===== config.mk =====
export PLATFORM = sky130hd
export DESIGN_NAME = decoder_5_to_32_stream_flat
export DESIGN_NICKNAME = d
export VERILOG_FILES = /design/src/rtl/dec_pkg.sv /design/src/rtl/decoder_5_to_32_stream_if.sv /design/src/rtl/dec_skid_buf.sv /design/src/rtl/decoder_5_to_32_stream.sv /design/src/flat_wrapper.sv
export SDC_FILE = /design/constraint.sdc
export NUM_CORES = 1
export LEC_CHECK = 0
export CORE_MARGIN = 1.5
export CORE_UTILIZATION = 51
export CTS_BUF_LIST = sky130_fd_sc_hd__clkbuf_8
export CTS_CLUSTER_DIAMETER = 120
export DETAILED_ROUTE_END_ITERATION = 8
export PLACE_DENSITY = 0.87
export SYNTH_ARGS = -nofsm -noshare
export SYNTH_HDL_FRONTEND = slang
export SYNTH_SLANG_ARGS = --single-unit

===== constraint.sdc =====
create_clock -name clk -period 1.62 [get_ports clk]
set_input_delay 0.324 -clock clk [delete_from_list [all_inputs] [get_ports clk]]
set_output_delay 0.324 -clock clk [all_outputs]
set_load 0.02 [all_outputs]

===== src/rtl/dec_pkg.sv =====
// Shared widths, occupancy states and the code-to-word decode for the
// 5-to-32 streaming decoder.
package dec_pkg;

  localparam int unsigned CODE_W = 5;
  localparam int unsigned WORD_W = 32;

  typedef enum logic [1:0] {
    EMPTY = 2'd0,
    ONE   = 2'd1,
    FULL  = 2'd2
  } occ_t;

  // One-hot: 1 << code.  Thermometer: (2 << code) - 1 in WORD_W+1 bits, truncated.
  function automatic logic [WORD_W-1:0] decode_word(input logic [CODE_W-1:0] code,
                                                     input logic              thermo);
    logic [WORD_W:0] w_t;
    w_t = (WORD_W+1)'(2) << code;
    if (thermo) return WORD_W'(w_t - (WORD_W+1)'(1));
    return WORD_W'(1) << code;
  endfunction

endpackage


===== src/rtl/decoder_5_to_32_stream_if.sv =====
// Valid/ready code input and decoded word output of the streaming decoder.
interface decoder_5_to_32_stream_if;
  import dec_pkg::*;

  logic              in_valid;
  logic              in_ready;
  logic [CODE_W-1:0] in_code;
  logic              in_thermo;
  logic              out_valid;
  logic              out_ready;
  logic [WORD_W-1:0] out_word;

  // Upstream producer / downstream consumer side.
  modport master (
    output in_valid, in_code, in_thermo, out_ready,
    input  in_ready, out_valid, out_word
  );

  // Decoder side.
  modport slave (
    input  in_valid, in_code, in_thermo, out_ready,
    output in_ready, out_valid, out_word
  );

endinterface


===== src/rtl/dec_skid_buf.sv =====
// Two-entry elastic buffer with registered ready/valid; head entry drives the
// output and reads zero whenever the buffer is empty.
module dec_skid_buf
  import dec_pkg::*;
#(
  parameter int unsigned DATA_W = 32
) (
  input  logic              clk,
  input  logic              rst_n,
  input  logic              i_valid,
  output logic              o_ready,
  input  logic [DATA_W-1:0] i_data,
  output logic              o_valid,
  input  logic              i_ready,
  output logic [DATA_W-1:0] o_data
);

  occ_t              r_state;
  occ_t              w_state_nxt;
  logic [DATA_W-1:0] r_head;
  logic [DATA_W-1:0] r_tail;
  logic [DATA_W-1:0] w_head_nxt;
  logic [DATA_W-1:0] w_tail_nxt;
  logic              r_in_ready;
  logic              r_out_valid;
  logic              w_in_ready_nxt;
  logic              w_out_valid_nxt;
  logic              w_acc;
  logic              w_dlv;

  assign w_acc = i_valid && r_in_ready;
  assign w_dlv = r_out_valid && i_ready;

  // State, entries and handshake flags all update together.
  always_ff @(posedge clk or negedge rst_n) begin
    if (!rst_n) begin
      r_state     <= EMPTY;
      r_head      <= '0;
      r_tail      <= '0;
      r_in_ready  <= 1'b1;
      r_out_valid <= 1'b0;
    end else begin
      r_state     <= w_state_nxt;
      r_head      <= w_head_nxt;
      r_tail      <= w_tail_nxt;
      r_in_ready  <= w_in_ready_nxt;
      r_out_valid <= w_out_valid_nxt;
    end
  end

  // Occupancy transitions; ready/valid are precomputed from the next state.
  always_comb begin
    w_state_nxt = r_state;
    w_head_nxt  = r_head;
    w_tail_nxt  = r_tail;

    unique case (r_state)
      EMPTY: begin
        if (w_acc) begin
          w_state_nxt = ONE;
          w_head_nxt  = i_data;
        end
      end
      ONE: begin
        if (w_acc && w_dlv) begin
          w_head_nxt = i_data;
        end else if (w_acc) begin
          w_state_nxt = FULL;
          w_tail_nxt  = i_data;
        end else if (w_dlv) begin
          w_state_nxt = EMPTY;
          w_head_nxt  = '0;
        end
      end
      FULL: begin
        // in_ready is low here, so only a delivery can happen.
        if (w_dlv) begin
          w_state_nxt = ONE;
          w_head_nxt  = r_tail;
          w_tail_nxt  = '0;
        end
      end
      default: begin
        w_state_nxt = EMPTY;
        w_head_nxt  = '0;
        w_tail_nxt  = '0;
      end
    endcase

    w_in_ready_nxt  = (w_state_nxt != FULL);
    w_out_valid_nxt = (w_state_nxt != EMPTY);
  end

  assign o_ready = r_in_ready;
  assign o_valid = r_out_valid;
  assign o_data  = r_head;

endmodule


===== src/rtl/decoder_5_to_32_stream.sv =====
// Streaming 5-to-32 decoder: decodes codes at acceptance into a two-entry
// buffer and counts completed output handshakes.
module decoder_5_to_32_stream
  import dec_pkg::*;
#(
  parameter int unsigned DEPTH = 2,
  parameter int unsigned CNT_W = 16
) (
  input  logic                     clk,
  input  logic                     rst_n,
  decoder_5_to_32_stream_if.slave  bus,
  output logic [CNT_W-1:0]         dec_count
);

  logic [WORD_W-1:0] w_word;
  logic [CNT_W-1:0]  r_dec_count;

  if (DEPTH != 2) begin : g_depth_chk
    $error("decoder_5_to_32_stream: only DEPTH=2 is implemented");
  end

  assign w_word = decode_word(bus.in_code, bus.in_thermo);

  dec_skid_buf #(
    .DATA_W (WORD_W)
  ) u_buf (
    .clk     (clk),
    .rst_n   (rst_n),
    .i_valid (bus.in_valid),
    .o_ready (bus.in_ready),
    .i_data  (w_word),
    .o_valid (bus.out_valid),
    .i_ready (bus.out_ready),
    .o_data  (bus.out_word)
  );

  // Free-running delivered-word count, wraps naturally.
  always_ff @(posedge clk or negedge rst_n) begin
    if (!rst_n) begin
      r_dec_count <= '0;
    end else if (bus.out_valid && bus.out_ready) begin
      r_dec_count <= r_dec_count + CNT_W'(1);
    end
  end

  assign dec_count = r_dec_count;

endmodule


===== src/flat_wrapper.sv =====
// flat-port wrapper written by rule: the top's interface ports become plain ports
module decoder_5_to_32_stream_flat import dec_pkg::*;
#(
  parameter int unsigned DEPTH = 2,
  parameter int unsigned CNT_W = 16
)
  (clk, rst_n, dec_count, bus_in_valid, bus_in_code, bus_in_thermo, bus_out_ready, bus_in_ready, bus_out_valid, bus_out_word);
  decoder_5_to_32_stream_if bus_i ();
  input  logic clk;
  input  logic rst_n;
  output logic [CNT_W-1:0] dec_count;
  input wire logic [$bits(bus_i.in_valid)-1:0] bus_in_valid;
  input wire logic [$bits(bus_i.in_code)-1:0] bus_in_code;
  input wire logic [$bits(bus_i.in_thermo)-1:0] bus_in_thermo;
  input wire logic [$bits(bus_i.out_ready)-1:0] bus_out_ready;
  output wire logic [$bits(bus_i.in_ready)-1:0] bus_in_ready;
  output wire logic [$bits(bus_i.out_valid)-1:0] bus_out_valid;
  output wire logic [$bits(bus_i.out_word)-1:0] bus_out_word;
  assign bus_i.in_valid = bus_in_valid;
  assign bus_i.in_code = bus_in_code;
  assign bus_i.in_thermo = bus_in_thermo;
  assign bus_i.out_ready = bus_out_ready;
  assign bus_in_ready = bus_i.in_ready;
  assign bus_out_valid = bus_i.out_valid;
  assign bus_out_word = bus_i.out_word;
  decoder_5_to_32_stream #(.DEPTH(DEPTH), .CNT_W(CNT_W)) u_core (.clk(clk), .rst_n(rst_n), .bus(bus_i), .dec_count(dec_count));
endmodule

==> flow_summary.json, run 1 <==
{
  "clock_path_buffers": 2,
  "slowest_delay_ns": 0.30,
  "clkSlewWorstSetupHoldPaths_ns": 0.09,
  "dp_slack_ns": -1.06,
  "yosysSeqAreaShare_pct": 48.2,
  "synth_cells": 467,
  "drv_slew": 0,
  "max_freq_mhz": 548,
  "cp_common_cell": "a22o_1",
  "outcome": "finished with violations",
  "drt_wl_total_um": 12900,
  "leakage_uw": 0.00290,
  "ff2ff_setup_slack_ns": 0.03,
  "nets": 593,
  "hold_viol": 0,
  "synth-seq-cells": 84,
  "start_util_pct": 52.9,
  "gp_congestion": 0.908,
  "track_usage_pct": 29.5,
  "crit_path_start_kind": "input pin",
  "pwr-share-seq_pct": 35.6,
  "grt_max_degree": 36,
  "tns_ns": -2.12,
  "cts_buffers": 9,
  "met1_length_um": 5460,
  "die_w_um": 95.5,
  "clockPowerShare_pct": 18.0,
  "final_core_util_pct": 74.4,
  "rr_worst_depth": 6,
  "crit_type": "input pin to flip-flop",
  "core_area_um2": 8260,
  "cts.sinks": 84,
  "viasPerCell": 6.10,
  "diodes": 0,
  "dieHeight_um": 95.5,
  "skew_ns": 0.0160,
  "vias": 4214,
  "peakVddDrop_v": 0.000964,
  "htree_levels": 3,
  "syn_avg_cell_area_um2": 9.35,
  "placedCellCount": 659,
  "setup_slack_ns": -0.204,
  "drive_gt1_share_pct": 29.5,
  "synthArstFlopShare_pct": 100,
  "setup_viol": 19,
  "r2r_start": "u_core.u_buf.o_ready",
  "min_period_ns": 1.82,
  "path_cells": "buf_8 -> nor4_4 -> nand2_2 -> ha_4 -> buf_6 -> and2_1 -> o211ai_1 -> o311ai_2 -> a22o_1 -> a22o_1",
  "rsz0062_at_grt": "yes",
  "cap_violations": 0,
  "ys_types": 62,
  "hp-class": "input pin to async pin",
  "relSlewSlack_pct": 55.5,
  "dr.max_layer_used": "met4",
  "switching_share_pct": 40.4,
  "placementRows": 33,
  "area_growth_syn_to_layout_pct": 40.7,
  "drt-pass1-iter-count": 5,
  "layout.cells.non_filler": 691,
  "tightest_slew_ns": 0.667,
  "cpMaxStageDelayCell": "nor4_4",
  "reg2reg_to": "u_core.u_buf.r_tail[15]",
  "synth_edf_count": 0,
  "post-route-period-util_pct": 113,
  "syn-num-nets": 479,
  "drt_iter0_markers": 335,
  "die-area_um2": 9120,
  "grt-ovfl-total": 0,
  "endpoint_kind": "flip-flop",
  "dr_wl_met3_um": 689,
  "arrival_ns": 2.06,
  "antenna_found_initial": 0,
  "yosysWarnings": 0,
  "combPwrFrac_pct": 46.4,
  "clock_latency_ns": 0.35,
  "dp_hpwl_um": 8900,
  "cts_tree": "yes",
  "synth_flop_cell": "dfrtp_1",
  "p_sw_uw": 3710,
  "syn_area_um2": 4370,
  "routedWlPerCell_um": 18.7,
  "grt_pass1_wl_um": 20700,
  "ios": 60,
  "ant_nets": 0,
  "met2RoutedLength_um": 6500,
  "power.density_nw_per_um2": 1490,
  "io_buffers": 59,
  "p_int_uw": 5480,
  "root_buffer": "clkbuf_8",
  "violations": "negative setup slack",
  "drc": 0,
  "grt_pass1_vias": 4113,
  "crit_required_ns": 1.86,
  "crit_fanout": 6
}
Yosys cell counts (5+ instances only):
cell type	instances	area [um^2]
a21oi_1	12	60.1
a22o_1	27	236
a22oi_1	12	90.1
and2_1	5	31.3
and3_1	8	50.1
buf_2	19	95.1
clkbuf_1	17	63.8
dfrtp_1	83	2080
inv_1	6	22.5
nand2_1	69	259
nand2b_1	6	37.5
nand3_1	13	65.1
nor2_1	26	97.6
nor3_1	10	50.1
o21ai_0	55	275
o221ai_1	6	52.6
o31ai_1	8	60.1
xnor2_1	12	105
stage by stage:
stage          total power (uW)  hold slack [ns]  area (um^2)
2_1_floorplan              5450           0.0284         4500
3_3_place_gp               7170            0.272         5590
3_5_place_dp               7370            0.284         5590
4_1_cts                    8940            0.425         5940
5_1_grt                    9700            0.461         6140
6_report                   9180            0.440         6140
sequential cells by signal, indices dropped and copies added (netlist names):
register,count
u_core.u_buf.r_tail,32
u_core.u_buf.o_data,32
u_core.u_buf.r_state,2
u_core.u_buf.o_ready,1
u_core.dec_count,16
u_core.u_buf.o_valid,1
worst max-delay path by stage:
| stage | slack [ns] | cells past startpoint | start | to |
|---|---|---|---|---|
| floorplan | -0.45 | 8 | bus_in_code[4] | u_core.u_buf.r_tail[5] |
| finish | -0.20 | 10 | bus_in_code[3] | u_core.u_buf.o_data[15] |
| global placement | -0.88 | 10 | bus_in_code[1] | u_core.u_buf.o_data[19] |
| detailed placement | -1.06 | 9 | bus_in_code[4] | u_core.u_buf.o_data[19] |
| CTS | -0.21 | 10 | bus_in_code[3] | u_core.u_buf.o_data[21] |
| global route | -0.28 | 11 | bus_in_code[1] | u_core.u_buf.o_data[21] |
cells in the final DEF, fill, tap and decap left out, types with 3 or more instances in the layout:
cell / instances
a221o_1: 3
buf_12: 7
dlygate4sd2_1: 50
nor3_1: 7
dfrtp_1: 82
o21ai_1: 22
o31ai_1: 4
o221ai_2: 3
nor2_1: 18
and3_1: 7
nand2_2: 4
a22o_1: 27
nand2b_1: 4
xor2_1: 4
xnor2_1: 11
buf_2: 3
nand2_1: 64
inv_1: 6
o221ai_1: 4
o21ai_0: 33
nand3_1: 11
o31ai_2: 4
nor2_2: 6
a21oi_1: 8
buf_6: 11
a21oi_2: 4
and2_4: 3
a22oi_1: 11
clkbuf_8: 9
o22ai_1: 3
buf_4: 67
per-layer routing:
metal,up-vias,track usage [%]
li1,1922,-
met1,2092,38.5
met2,175,49.2
met3,25,5.26
met4,0,10.2
met5,-,0
power by group through the flow:
| stage | clock [uW] | sequential [uW] | combinational (uW) |
|---|---|---|---|
| after global routing | 1750 | 3340 | 4600 |
| final | 1650 | 3270 | 4260 |
| after floorplan | 0 | 3660 | 1790 |
| after global placement | 0 | 3240 | 3930 |
| after CTS | 1670 | 3240 | 4030 |
| after detailed placement | 0 | 3290 | 4080 |
critical path: cells and delay by family:
kind,cells,cell delay (ns)
buffers and inverters,2,0.23
adder cells (fa/ha/maj),1,0.19
AND/OR/NAND/NOR,3,0.55
AO/OA/AOI/OAI,4,0.77
cell type report:
class	count	area, um^2
well taps	105	131
clock inverters	7	91.3
multi-input cells	337	2390
repair buffers	143	1280
flip-flops and latches	84	2100
clock buffers	9	124
fillers	609	2110
inverters	6	22.5
cells by family after synthesis:
family                     share of synthesized area [%]
buffers and inverters                               4.93
muxes                                              0.974
adders and majority gates                          0.573
DFF                                                 48.2
xor gates and xnor gates                            3.21
and+or+nand+nor                                     16.9
AOI/OAI and AO/OA                                   25.2
what timing repair did:
action                                  4_1_cts  5_1_grt
gates resized for setup                     106       47
pin swaps                                    19       17
gates cloned                                  0        1
endpoints found under the setup margin      113       61
hold endpoints to repair                     28        0
hold buffers                                  1        0
buffers inserted                             11        4
No activity file was read; power rests on OpenSTA's default activity.
==> run 2: changes to the inputs <==
--- a/config.mk
+++ b/config.mk
@@ -6,11 +6,11 @@
 export NUM_CORES = 1
 export LEC_CHECK = 0
 export CORE_MARGIN = 1.5
-export CORE_UTILIZATION = 51
+export CORE_UTILIZATION = 45
 export CTS_BUF_LIST = sky130_fd_sc_hd__clkbuf_8
 export CTS_CLUSTER_DIAMETER = 120
 export DETAILED_ROUTE_END_ITERATION = 8
-export PLACE_DENSITY = 0.87
+export PLACE_DENSITY = 0.77
 export SYNTH_ARGS = -nofsm -noshare
 export SYNTH_HDL_FRONTEND = slang
 export SYNTH_SLANG_ARGS = --single-unit
==> constraint.sdc (replaced) <==
create_clock -name clk -period 1.9 [get_ports clk]
set_input_delay 0.38 -clock clk [delete_from_list [all_inputs] [get_ports clk]]
set_output_delay 0.38 -clock clk [all_outputs]
set_load 0.02 [all_outputs]
==> run 2 against run 1 <==
Against the previous run:
- the flow finishes with violations (negative hold slack, negative setup slack)
- largest cell class unchanged
- highest routed layer unchanged
- combinational power decreased by 19%
- worst hold slack got worse by 0.45 ns
- sequential share of layout area increased by 1.3 points
- non-clock buffer count decreased by 12
- critical path depth increased by 1
- clock skew decreased by 0.0063 ns
==> flow_summary.json, run 2 (synthesis gave the netlist of run 1 again) <==
{
  "final_core_util_pct": 63.4,
  "switching_share_pct": 38.3,
  "max_freq_mhz": 520,
  "dpl_cell_area_um2": 5560,
  "skew_ns": 0.00979,
  "setup_viol": 2,
  "cp-endpoint": "u_core.u_buf.o_data[15]",
  "cts_tree": "yes",
  "endpoint_kind": "flip-flop",
  "root_buffer": "clkbuf_8",
  "nets": 580,
  "die-area_um2": 10300,
  "cts_buffers": 9,
  "clkSlewWorstSetupHoldPaths_ns": 0.09,
  "power.total_uw": 7690,
  "core_area_um2": 9330,
  "gp_congestion": 0.910,
  "peakVddDrop_v": 0.000572,
  "drt-pass1-iter-count": 4,
  "combPwrFrac_pct": 45.2,
  "critPathLaunch": "bus_in_code[1]",
  "routedWlPerCell_um": 16.3,
  "final_cell_area_um2": 5920,
  "tightest_slew_ns": 0.791,
  "crit_fanout": 6,
  "placedCellCount": 678,
  "drive_gt1_share_pct": 22.0,
  "diodes": 0,
  "drt_wl_total_um": 11500,
  "setup_slack_ns": -0.0218,
  "power.density_nw_per_um2": 1300,
  "htree_levels": 3,
  "violations": "negative hold slack, negative setup slack",
  "viasPerCell": 5.65,
  "arrival_ns": 2.18,
  "track_usage_pct": 23.3,
  "hold_viol": 19,
  "layout.cells.non_filler": 702,
  "final_cell_mix": "dfrtp_1 (83), buf_4 (68), nand2_1 (66), clkdlybuf4s50_1 (52), o21ai_0 (44)",
  "final_common_cell": "dfrtp_1",
  "drv_slew": 0,
  "dieHeight_um": 101,
  "slowest_delay_ns": 0.23,
  "start_util_pct": 46.8,
  "io_buffers": 59,
  "grt_pass1_vias": 3772,
  "area_growth_syn_to_layout_pct": 35.5,
  "dp_slack_ns": -0.739,
  "hold_slack_ns": -0.0153,
  "rsz0062_at_grt": "yes",
  "grt_pass1_wl_um": 18800,
  "min_period_ns": 1.92,
  "hp-class": "input pin to async pin",
  "crit_path_start_kind": "input pin",
  "rr_worst_depth": 5,
  "r2r_start": "u_core.u_buf.r_state[0]",
  "cap_violations": 0,
  "dp_hpwl_um": 8020,
  "clock_path_buffers": 2,
  "p_int_uw": 4740,
  "p_sw_uw": 2940,
  "vias": 3965,
  "cts.sinks": 84,
  "die_w_um": 101,
  "drc": 0,
  "relSlewSlack_pct": 47.2,
  "post-route-period-util_pct": 101,
  "grt-ovfl-total": 0,
  "ant_nets": 0,
  "crit_required_ns": 2.15,
  "ff2ff_setup_slack_ns": 0.06,
  "placementRows": 35,
  "path_cells": "buf_4 -> buf_4 -> nor3_4 -> nand2_2 -> ha_4 -> buf_6 -> and2_4 -> o211ai_1 -> o311ai_2 -> a22o_1 -> a22o_1",
  "outcome": "finished with violations",
  "cpMaxStageDelayCell": "a22o_1",
  "cts_hold_buf": 0,
  "grt_max_degree": 38,
  "crit_type": "input pin to flip-flop",
  "clockPowerShare_pct": 18.7,
  "leakage_uw": 0.00259,
  "reg2reg_to": "u_core.u_buf.o_data[4]",
  "drt_iter0_markers": 280,
  "clock_latency_ns": 0.36,
  "ios": 60,
  "antenna_found_initial": 0,
  "pwr-share-seq_pct": 36.2
}
-- run 2: power by group through the flow --
stage          combinational [uW]  clock, uW  sequential (uW)
2_1_floorplan                1500          0             3120
3_3_place_gp                 3340          0             2780
3_5_place_dp                 3410          0             2810
4_1_cts                      3430       1460             2780
5_1_grt                      3740       1530             2850
6_report                     3470       1430             2780
-- run 2: worst min-delay path by stage --
stage,start,to,cells after the start
2_1_floorplan,rst_n,u_core.dec_count[0],0
3_3_place_gp,rst_n,u_core.dec_count[14],1
3_5_place_dp,rst_n,u_core.dec_count[13],1
4_1_cts,rst_n,u_core.dec_count[13],1
5_1_grt,rst_n,u_core.dec_count[12],1
6_report,rst_n,u_core.dec_count[14],1
-- run 2: per-layer routing --
layer / wire, um / GRT usage, % / up-vias
li1: - / - / 1899
met1: 5290 / 33.2 / 1935
met2: 5490 / 36.0 / 118
met3: 517 / 4.62 / 13
met4: 160 / 7.37 / 0
met5: 0 / 0 / -
-- run 2: area by class of cell --
type                       instances  area [um^2]
timing repair buffer             131         1190
clock inverter                     6         88.8
fill                             807         3410
inverter                           6         22.5
clock buffer                      10          138
sequential                        84         2100
tap                              129          161
multi-input combinational        336         2210
-- run 2: timing repair --
action                     CTS  global route
buffers inserted             6             3
pin swaps                    9            15
resized for setup           23            19
setup endpoints to repair   38            37
-- run 2: worst max-delay path: cells and delay by family --
kind | cells | cell delay [ns]
adders and majority gates | 1 | 0.19
AOI/OAI and AO/OA | 4 | 0.77
and+or+nand+nor | 3 | 0.43
buffers and inverters | 3 | 0.39
-- run 2: through the flow --
| step | setup TNS, ns | hold slack (ns) |
|---|---|---|
| after floorplan | -2.47 | 0.0844 |
| after global placement | -24.74 | 0.376 |
| after detailed placement | -27.75 | 0.391 |
| after CTS | 0 | 0.00212 |
| after global routing | -0.268 | 0.0142 |
| final | -0.0247 | -0.0153 |
